<file path="config.mk">
export PLATFORM = sky130hd
export DESIGN_NAME = ntt_stage_sequencer_flat
export DESIGN_NICKNAME = d
export VERILOG_FILES = /design/src/rtl/ntt_stage_sequencer_if.sv /design/src/rtl/ntt_stage_sequencer.sv /design/src/flat_wrapper.sv
export SDC_FILE = /design/constraint.sdc
export NUM_CORES = 1
export LEC_CHECK = 0
export ABC_AREA = 1
export CAP_MARGIN = 30
export CORE_MARGIN = 2
export CORE_UTILIZATION = 30
export CTS_BUF_LIST = sky130_fd_sc_hd__clkbuf_8 sky130_fd_sc_hd__clkbuf_16
export CTS_CLUSTER_SIZE = 24
export DETAILED_ROUTE_END_ITERATION = 10
export GPL_TIMING_DRIVEN = 0
export SYNTH_ARGS = -nofsm -noshare
export SYNTH_HDL_FRONTEND = slang
export SYNTH_SLANG_ARGS = --single-unit
</file>
<file path="constraint.sdc">
create_clock -name clock -period 6.9 [get_ports clock]
set_input_delay 2.07 -clock clock [delete_from_list [all_inputs] [get_ports clock]]
set_output_delay 2.07 -clock clock [all_outputs]
set_load 0.005 [all_outputs]
</file>
<file path="src/rtl/ntt_stage_sequencer_if.sv">
// ntt_stage_sequencer_if: start/config inputs and per-beat butterfly outputs of the NTT stage sequencer.
interface ntt_stage_sequencer_if #(
  parameter int LOG_N_MAX = 10,
  parameter int LANES = 4
);
  logic i_start;
  logic [3:0] i_log_n;
  logic i_inverse;
  logic i_ready;
  logic o_valid;
  logic [3:0] o_stage;
  logic [LANES*LOG_N_MAX-1:0] o_addr_lo;
  logic [LANES*LOG_N_MAX-1:0] o_addr_hi;
  logic [LANES*(LOG_N_MAX-1)-1:0] o_twiddle;
  logic o_busy;
  logic o_done;
  logic o_err;
  modport master (
    input i_start, i_log_n, i_inverse, i_ready,
    output o_valid, o_stage, o_addr_lo, o_addr_hi, o_twiddle, o_busy, o_done, o_err
  );
  modport slave (
    output i_start, i_log_n, i_inverse, i_ready,
    input o_valid, o_stage, o_addr_lo, o_addr_hi, o_twiddle, o_busy, o_done, o_err
  );
endinterface

</file>
<file path="src/rtl/ntt_stage_sequencer.sv">
// ntt_stage_sequencer: walks every radix-2 stage of an in-place NTT, issuing LANES butterfly pairs per beat.
module ntt_stage_sequencer #(
  parameter int LOG_N_MAX = 10,
  parameter int LANES = 4,
  parameter int DRAIN = 6
) (
  input logic clock,
  input logic i_reset_n,
  ntt_stage_sequencer_if.master bus
);
  localparam int ADDR_W = LOG_N_MAX;
  localparam int TW_W = ADDR_W - 1;
  localparam int DC_W = $clog2(DRAIN + 1);
  localparam logic [3:0] L_MIN = 4'($clog2(LANES) + 1);
  localparam logic [3:0] L_MAX = 4'(LOG_N_MAX);
  localparam logic [ADDR_W-1:0] ONE = ADDR_W'(1);
  typedef enum logic [1:0] {S_IDLE, S_ISSUE, S_DRAIN, S_DONE} state_t;
  state_t state, state_nx;
  logic [3:0] log_n, stage, h, tsh;
  logic inverse, err, legal, accept, valid, fire, last_beat, drain_end, last_stage;
  logic [ADDR_W-1:0] base, half, mask, b, j, lo;
  logic [TW_W-1:0] tw;
  logic [DC_W-1:0] drain_cnt;
  logic [LANES*ADDR_W-1:0] lo_w, hi_w;
  logic [LANES*TW_W-1:0] tw_w;
  assign legal = bus.i_log_n >= L_MIN && bus.i_log_n <= L_MAX;
  assign accept = state == S_IDLE && bus.i_start && legal;
  assign valid = state == S_ISSUE;
  assign fire = valid && bus.i_ready;
  assign last_beat = base + ADDR_W'(LANES) == ONE << (log_n - 4'd1);
  assign drain_end = drain_cnt == DC_W'(DRAIN - 1);
  assign last_stage = stage == log_n - 4'd1;
  always_comb begin
    state_nx = state;
    case (state)
      S_IDLE: state_nx = accept ? S_ISSUE : S_IDLE;
      S_ISSUE: state_nx = fire && last_beat ? S_DRAIN : S_ISSUE;
      S_DRAIN: state_nx = !drain_end ? S_DRAIN : last_stage ? S_DONE : S_ISSUE;
      default: state_nx = S_IDLE;
    endcase
  end
  always_ff @(posedge clock or negedge i_reset_n)
    if (!i_reset_n) state <= S_IDLE;
    else state <= state_nx;
  always_ff @(posedge clock or negedge i_reset_n) begin
    if (!i_reset_n) begin
      log_n <= '0;
      inverse <= 1'b0;
      stage <= '0;
      base <= '0;
      drain_cnt <= '0;
      err <= 1'b0;
    end else begin
      err <= state == S_IDLE && bus.i_start && !legal;
      drain_cnt <= state == S_DRAIN ? drain_cnt + DC_W'(1) : '0;
      if (accept) begin
        log_n <= bus.i_log_n;
        inverse <= bus.i_inverse;
        stage <= '0;
        base <= '0;
      end
      if (fire) base <= last_beat ? '0 : base + ADDR_W'(LANES);
      if (state == S_DRAIN && drain_end && !last_stage) stage <= stage + 4'd1;
    end
  end
  // half is a power of two, so g/j split is a mask and lo = 2*g*half + j is a one-bit shift of the g field
  assign h = inverse ? stage : log_n - 4'd1 - stage;
  assign tsh = inverse ? log_n - 4'd1 - stage : stage;
  assign half = ONE << h;
  assign mask = half - ONE;
  always_comb begin
    lo_w = '0;
    hi_w = '0;
    tw_w = '0;
    b = '0;
    j = '0;
    lo = '0;
    tw = '0;
    for (int k = 0; k < LANES; k++) begin
      b = base + ADDR_W'(k);
      j = b & mask;
      lo = ((b & ~mask) << 1) | j;
      tw = TW_W'(j << tsh);
      lo_w[k*ADDR_W +: ADDR_W] = lo;
      hi_w[k*ADDR_W +: ADDR_W] = lo | half;
      tw_w[k*TW_W +: TW_W] = tw;
    end
  end
  assign bus.o_valid = valid;
  assign bus.o_stage = stage;
  assign bus.o_addr_lo = valid ? lo_w : '0;
  assign bus.o_addr_hi = valid ? hi_w : '0;
  assign bus.o_twiddle = valid ? tw_w : '0;
  assign bus.o_busy = state != S_IDLE;
  assign bus.o_done = state == S_DONE;
  assign bus.o_err = err;
endmodule
</file>
<file path="src/flat_wrapper.sv">
// flat-port wrapper written by rule: the top's interface ports become plain ports
module ntt_stage_sequencer_flat 
#(
  parameter int LOG_N_MAX = 10,
  parameter int LANES = 4,
  parameter int DRAIN = 6
)
  (clock, i_reset_n, bus_i_start, bus_i_log_n, bus_i_inverse, bus_i_ready, bus_o_valid, bus_o_stage, bus_o_addr_lo, bus_o_addr_hi, bus_o_twiddle, bus_o_busy, bus_o_done, bus_o_err);
  ntt_stage_sequencer_if #(.LOG_N_MAX(LOG_N_MAX), .LANES(LANES)) bus_i ();
  input logic clock;
  input logic i_reset_n;
  input wire logic [$bits(bus_i.i_start)-1:0] bus_i_start;
  input wire logic [$bits(bus_i.i_log_n)-1:0] bus_i_log_n;
  input wire logic [$bits(bus_i.i_inverse)-1:0] bus_i_inverse;
  input wire logic [$bits(bus_i.i_ready)-1:0] bus_i_ready;
  output wire logic [$bits(bus_i.o_valid)-1:0] bus_o_valid;
  output wire logic [$bits(bus_i.o_stage)-1:0] bus_o_stage;
  output wire logic [$bits(bus_i.o_addr_lo)-1:0] bus_o_addr_lo;
  output wire logic [$bits(bus_i.o_addr_hi)-1:0] bus_o_addr_hi;
  output wire logic [$bits(bus_i.o_twiddle)-1:0] bus_o_twiddle;
  output wire logic [$bits(bus_i.o_busy)-1:0] bus_o_busy;
  output wire logic [$bits(bus_i.o_done)-1:0] bus_o_done;
  output wire logic [$bits(bus_i.o_err)-1:0] bus_o_err;
  assign bus_i.i_start = bus_i_start;
  assign bus_i.i_log_n = bus_i_log_n;
  assign bus_i.i_inverse = bus_i_inverse;
  assign bus_i.i_ready = bus_i_ready;
  assign bus_o_valid = bus_i.o_valid;
  assign bus_o_stage = bus_i.o_stage;
  assign bus_o_addr_lo = bus_i.o_addr_lo;
  assign bus_o_addr_hi = bus_i.o_addr_hi;
  assign bus_o_twiddle = bus_i.o_twiddle;
  assign bus_o_busy = bus_i.o_busy;
  assign bus_o_done = bus_i.o_done;
  assign bus_o_err = bus_i.o_err;
  ntt_stage_sequencer #(.LOG_N_MAX(LOG_N_MAX), .LANES(LANES), .DRAIN(DRAIN)) u_core (.clock(clock), .i_reset_n(i_reset_n), .bus(bus_i));
endmodule
</file>
==> results.toml <==
[routing]
routed_via_density = 4.77
drt_iter0_drc = 183
drt_wl_total_mm = 10.8
drt-pass1-iter-count = 5
vias = 3788
wl_per_cell_um = 13.6
antenna_left = 0
post-route-drc-count = 0

[cts]
cts_sinks = 23
cts_buffer_depth = 2
clk_pin_slew_worst_paths_ns = 0.09
cts_tree = "yes"
cts_root_buf = "clkbuf_8"
cts_buffers = 3
clock_latency_ns = 0.27
ctsHoldBuffers = 0
htree_levels = 1

[final_layout]
nets = 685
multi_input_area_um2 = 2190
synthToLayoutAreaGrowth_pct = 48.1
design_area_um2 = 4810
drive_above_1_share = 0.140
nFillCells = 1045
insertedDiodeCount = 0
regArea_um2 = 576

[setup_path]
critical_path_required_ns = 4.83
r2r_end = "u_core.base[9]$_DFFE_PN0P_"
slowest_stage = "clkdlybuf4s50_1"
critPathMaxStageDelay_ns = 0.52
rrSetupSlack_ns = 4.45
crit_fanout = 8
reg2reg_depth = 8
cp.arrival_ns = 4.44
start_kind = "flop"
r2r_start = "u_core.base[2]$_DFFE_PN0P_"
timing.setup.critical_path_class = "reg -> out"
end_kind = "output pin"
path_common_cell = "nand2_1"

[synth]
synth_cells = 520
syn_area_um2 = 3250
synth.distinct_cells = 43
ys_ff_latch = 23
ys.warnings.count = 0
yosysSeqAreaShare = 0.177
ys.flop_type = "dfrtp_1"
ys_async_sr_fraction = 1.00
synth_edf_count = 0
synth.avg_cell_area_um2 = 6.24

[placed_design]
pre_cts_slack_ns = 0.265
dp_hpwl_mm = 8.88
dpl-instance-area_um2 = 4710
globalplace.congestion = 0.887
portBuffers = 126

[sta]
tightest_slew_ns = 0.983
skew_ns = 0.00479
post-route-period-util = 0.943
fin_crit_ns = 6.51
holdWs_ns = 0.473
fmax_mhz = 154
hold_viol_final = 0
rsz0062_at_grt = "false"
finalMaxSlewViolations = 0
fin_tns_setup_ns = 0
fin_ws_ns = 0.393
relSlewSlack = 0.338
setup_viol = 0

[grt]
grt_pass1_wl_mm = 17.5
grt_max_degree = 14
overflow = 0
grt_pass1_vias = 3523
antenna_found_initial = 0
grt_usage = 0.183

[die]
ios = 133
core_area_um2 = 10400
start_util = 0.312
die_x_um = 108
die_h_um = 108
die_area_um2 = 11700
rows = 37

[hold_path]
hp-start = "u_core.drain_cnt[0]$_DFF_PN0_"
hold_end = "u_core.drain_cnt[0]$_DFF_PN0_"
hold_class = "reg -> reg"
hold_depth = 1

[flow_run]
drv_cap = 0

[run_status]
outcome = "completed"
## cell usage in the layout, fill, tap and decap left out, types with 4 or more instances in the layout
cell type / n
inv_1: 68
clkbuf_1: 8
nand4_1: 10
inv_2: 9
nand3_2: 9
a21oi_1: 38
nand3_1: 45
nor2_1: 73
buf_2: 5
nand2_1: 100
o21ai_1: 7
xnor2_1: 5
conb_1: 6
nand2_2: 11
ha_1: 15
xor2_1: 9
buf_4: 23
dfrtp_1: 23
clkdlybuf4s50_1: 126
o21ai_0: 18
nand2_4: 4
nor2_2: 6
## stage by stage
step / instances / util
2_1_floorplan: 525 / -
3_3_place_gp: 787 / 0.451
3_5_place_dp: 788 / 0.452
4_1_cts: 792 / 0.457
5_1_grt: 794 / 0.462
6_report: 794 / 0.462
## layout make-up
type                            instances  area share
Clock inverter                          1     0.00104
Timing Repair Buffer                  129       0.269
Multi-Input combinational cell        387       0.457
Buffer                                 35      0.0466
Sequential cell                        23       0.120
Inverter                               80      0.0635
Clock buffer                            3     0.00859
Tap cell                              136      0.0354
## logic make-up (layout without fill, tap and decap cells)
group,count (synthesis),count (layout),share of synthesized area
simple gates,270,270,0.403
buf+inv,115,248,0.162
compound gates,79,79,0.147
flops,23,23,0.177
fa+ha+maj,17,17,0.0678
xor+xnor,14,14,0.0378
other cells,1,6,0.00116
mux,1,1,0.00347
## cell usage after synthesis, drive strengths merged, types with 2 or more instances
master / count / area (um2)
nor2: 82 / 348
xnor2: 5 / 43.8
dfrtp: 23 / 576
inv: 79 / 299
a21oi: 40 / 215
nand4: 10 / 62.6
o22ai: 3 / 18.8
a21boi: 3 / 22.5
clkbuf: 8 / 30.0
nand3: 57 / 368
buf: 27 / 194
ha: 16 / 200
xor2: 9 / 78.8
nand2: 115 / 484
nor4: 2 / 18.8
o21ai: 28 / 159
a31oi: 2 / 12.5
nor3b: 2 / 15.0
## per-layer routing
layer | vias up | share of wire | track usage
met5 | - | 0 | 0
met4 | 0 | 0.0076 | 0.0266
met3 | 9 | 0.065 | 0.0193
met2 | 118 | 0.48 | 0.335
met1 | 1749 | 0.45 | 0.237
li1 | 1912 | - | -
## timing repair
item | 4_1_cts | 5_1_grt
setup endpoints to repair | 1 | 89
resized for setup | 1 | 11
buffers inserted | 0 | 2
## worst max-delay path: cells and delay by family, from the launching register on
kind                       cells  cell delay [ns]
and+or+nand+nor               16             1.83
buffers and inverters          6             0.97
adders and majority gates      3             0.74
DFF                            1             0.40
AOI/OAI and AO/OA              2             0.21
## registers in the layout (all words and copies together), names as in the netlist
signal              count
u_core.base             8
u_core.bus.o_stage      4
u_core.log_n            4
u_core.drain_cnt        3
u_core.state            2
u_core.bus.o_err        1
u_core.inverse          1
## how the worst max path moves through the flow
stage | cells past startpoint | from | slack, ns | end
global route | 27 | u_core.log_n[1]$_DFFE_PN0P_ | 0.04 | bus_o_twiddle[33]
CTS | 27 | u_core.log_n[0]$_DFFE_PN0P_ | 0.02 | bus_o_twiddle[30]
floorplan | 26 | u_core.log_n[0]$_DFFE_PN0P_ | 1.35 | bus_o_twiddle[30]
finish | 27 | u_core.log_n[1]$_DFFE_PN0P_ | 0.39 | bus_o_twiddle[35]
detailed placement | 25 | u_core.log_n[0]$_DFFE_PN0P_ | 0.26 | bus_o_addr_hi[24]
global placement | 25 | u_core.log_n[0]$_DFFE_PN0P_ | 0.31 | bus_o_addr_hi[24]
Power is left out: the tool's default activity adds up to more than one toggle a clock period on the data nets, which glitch-free logic cannot reach.
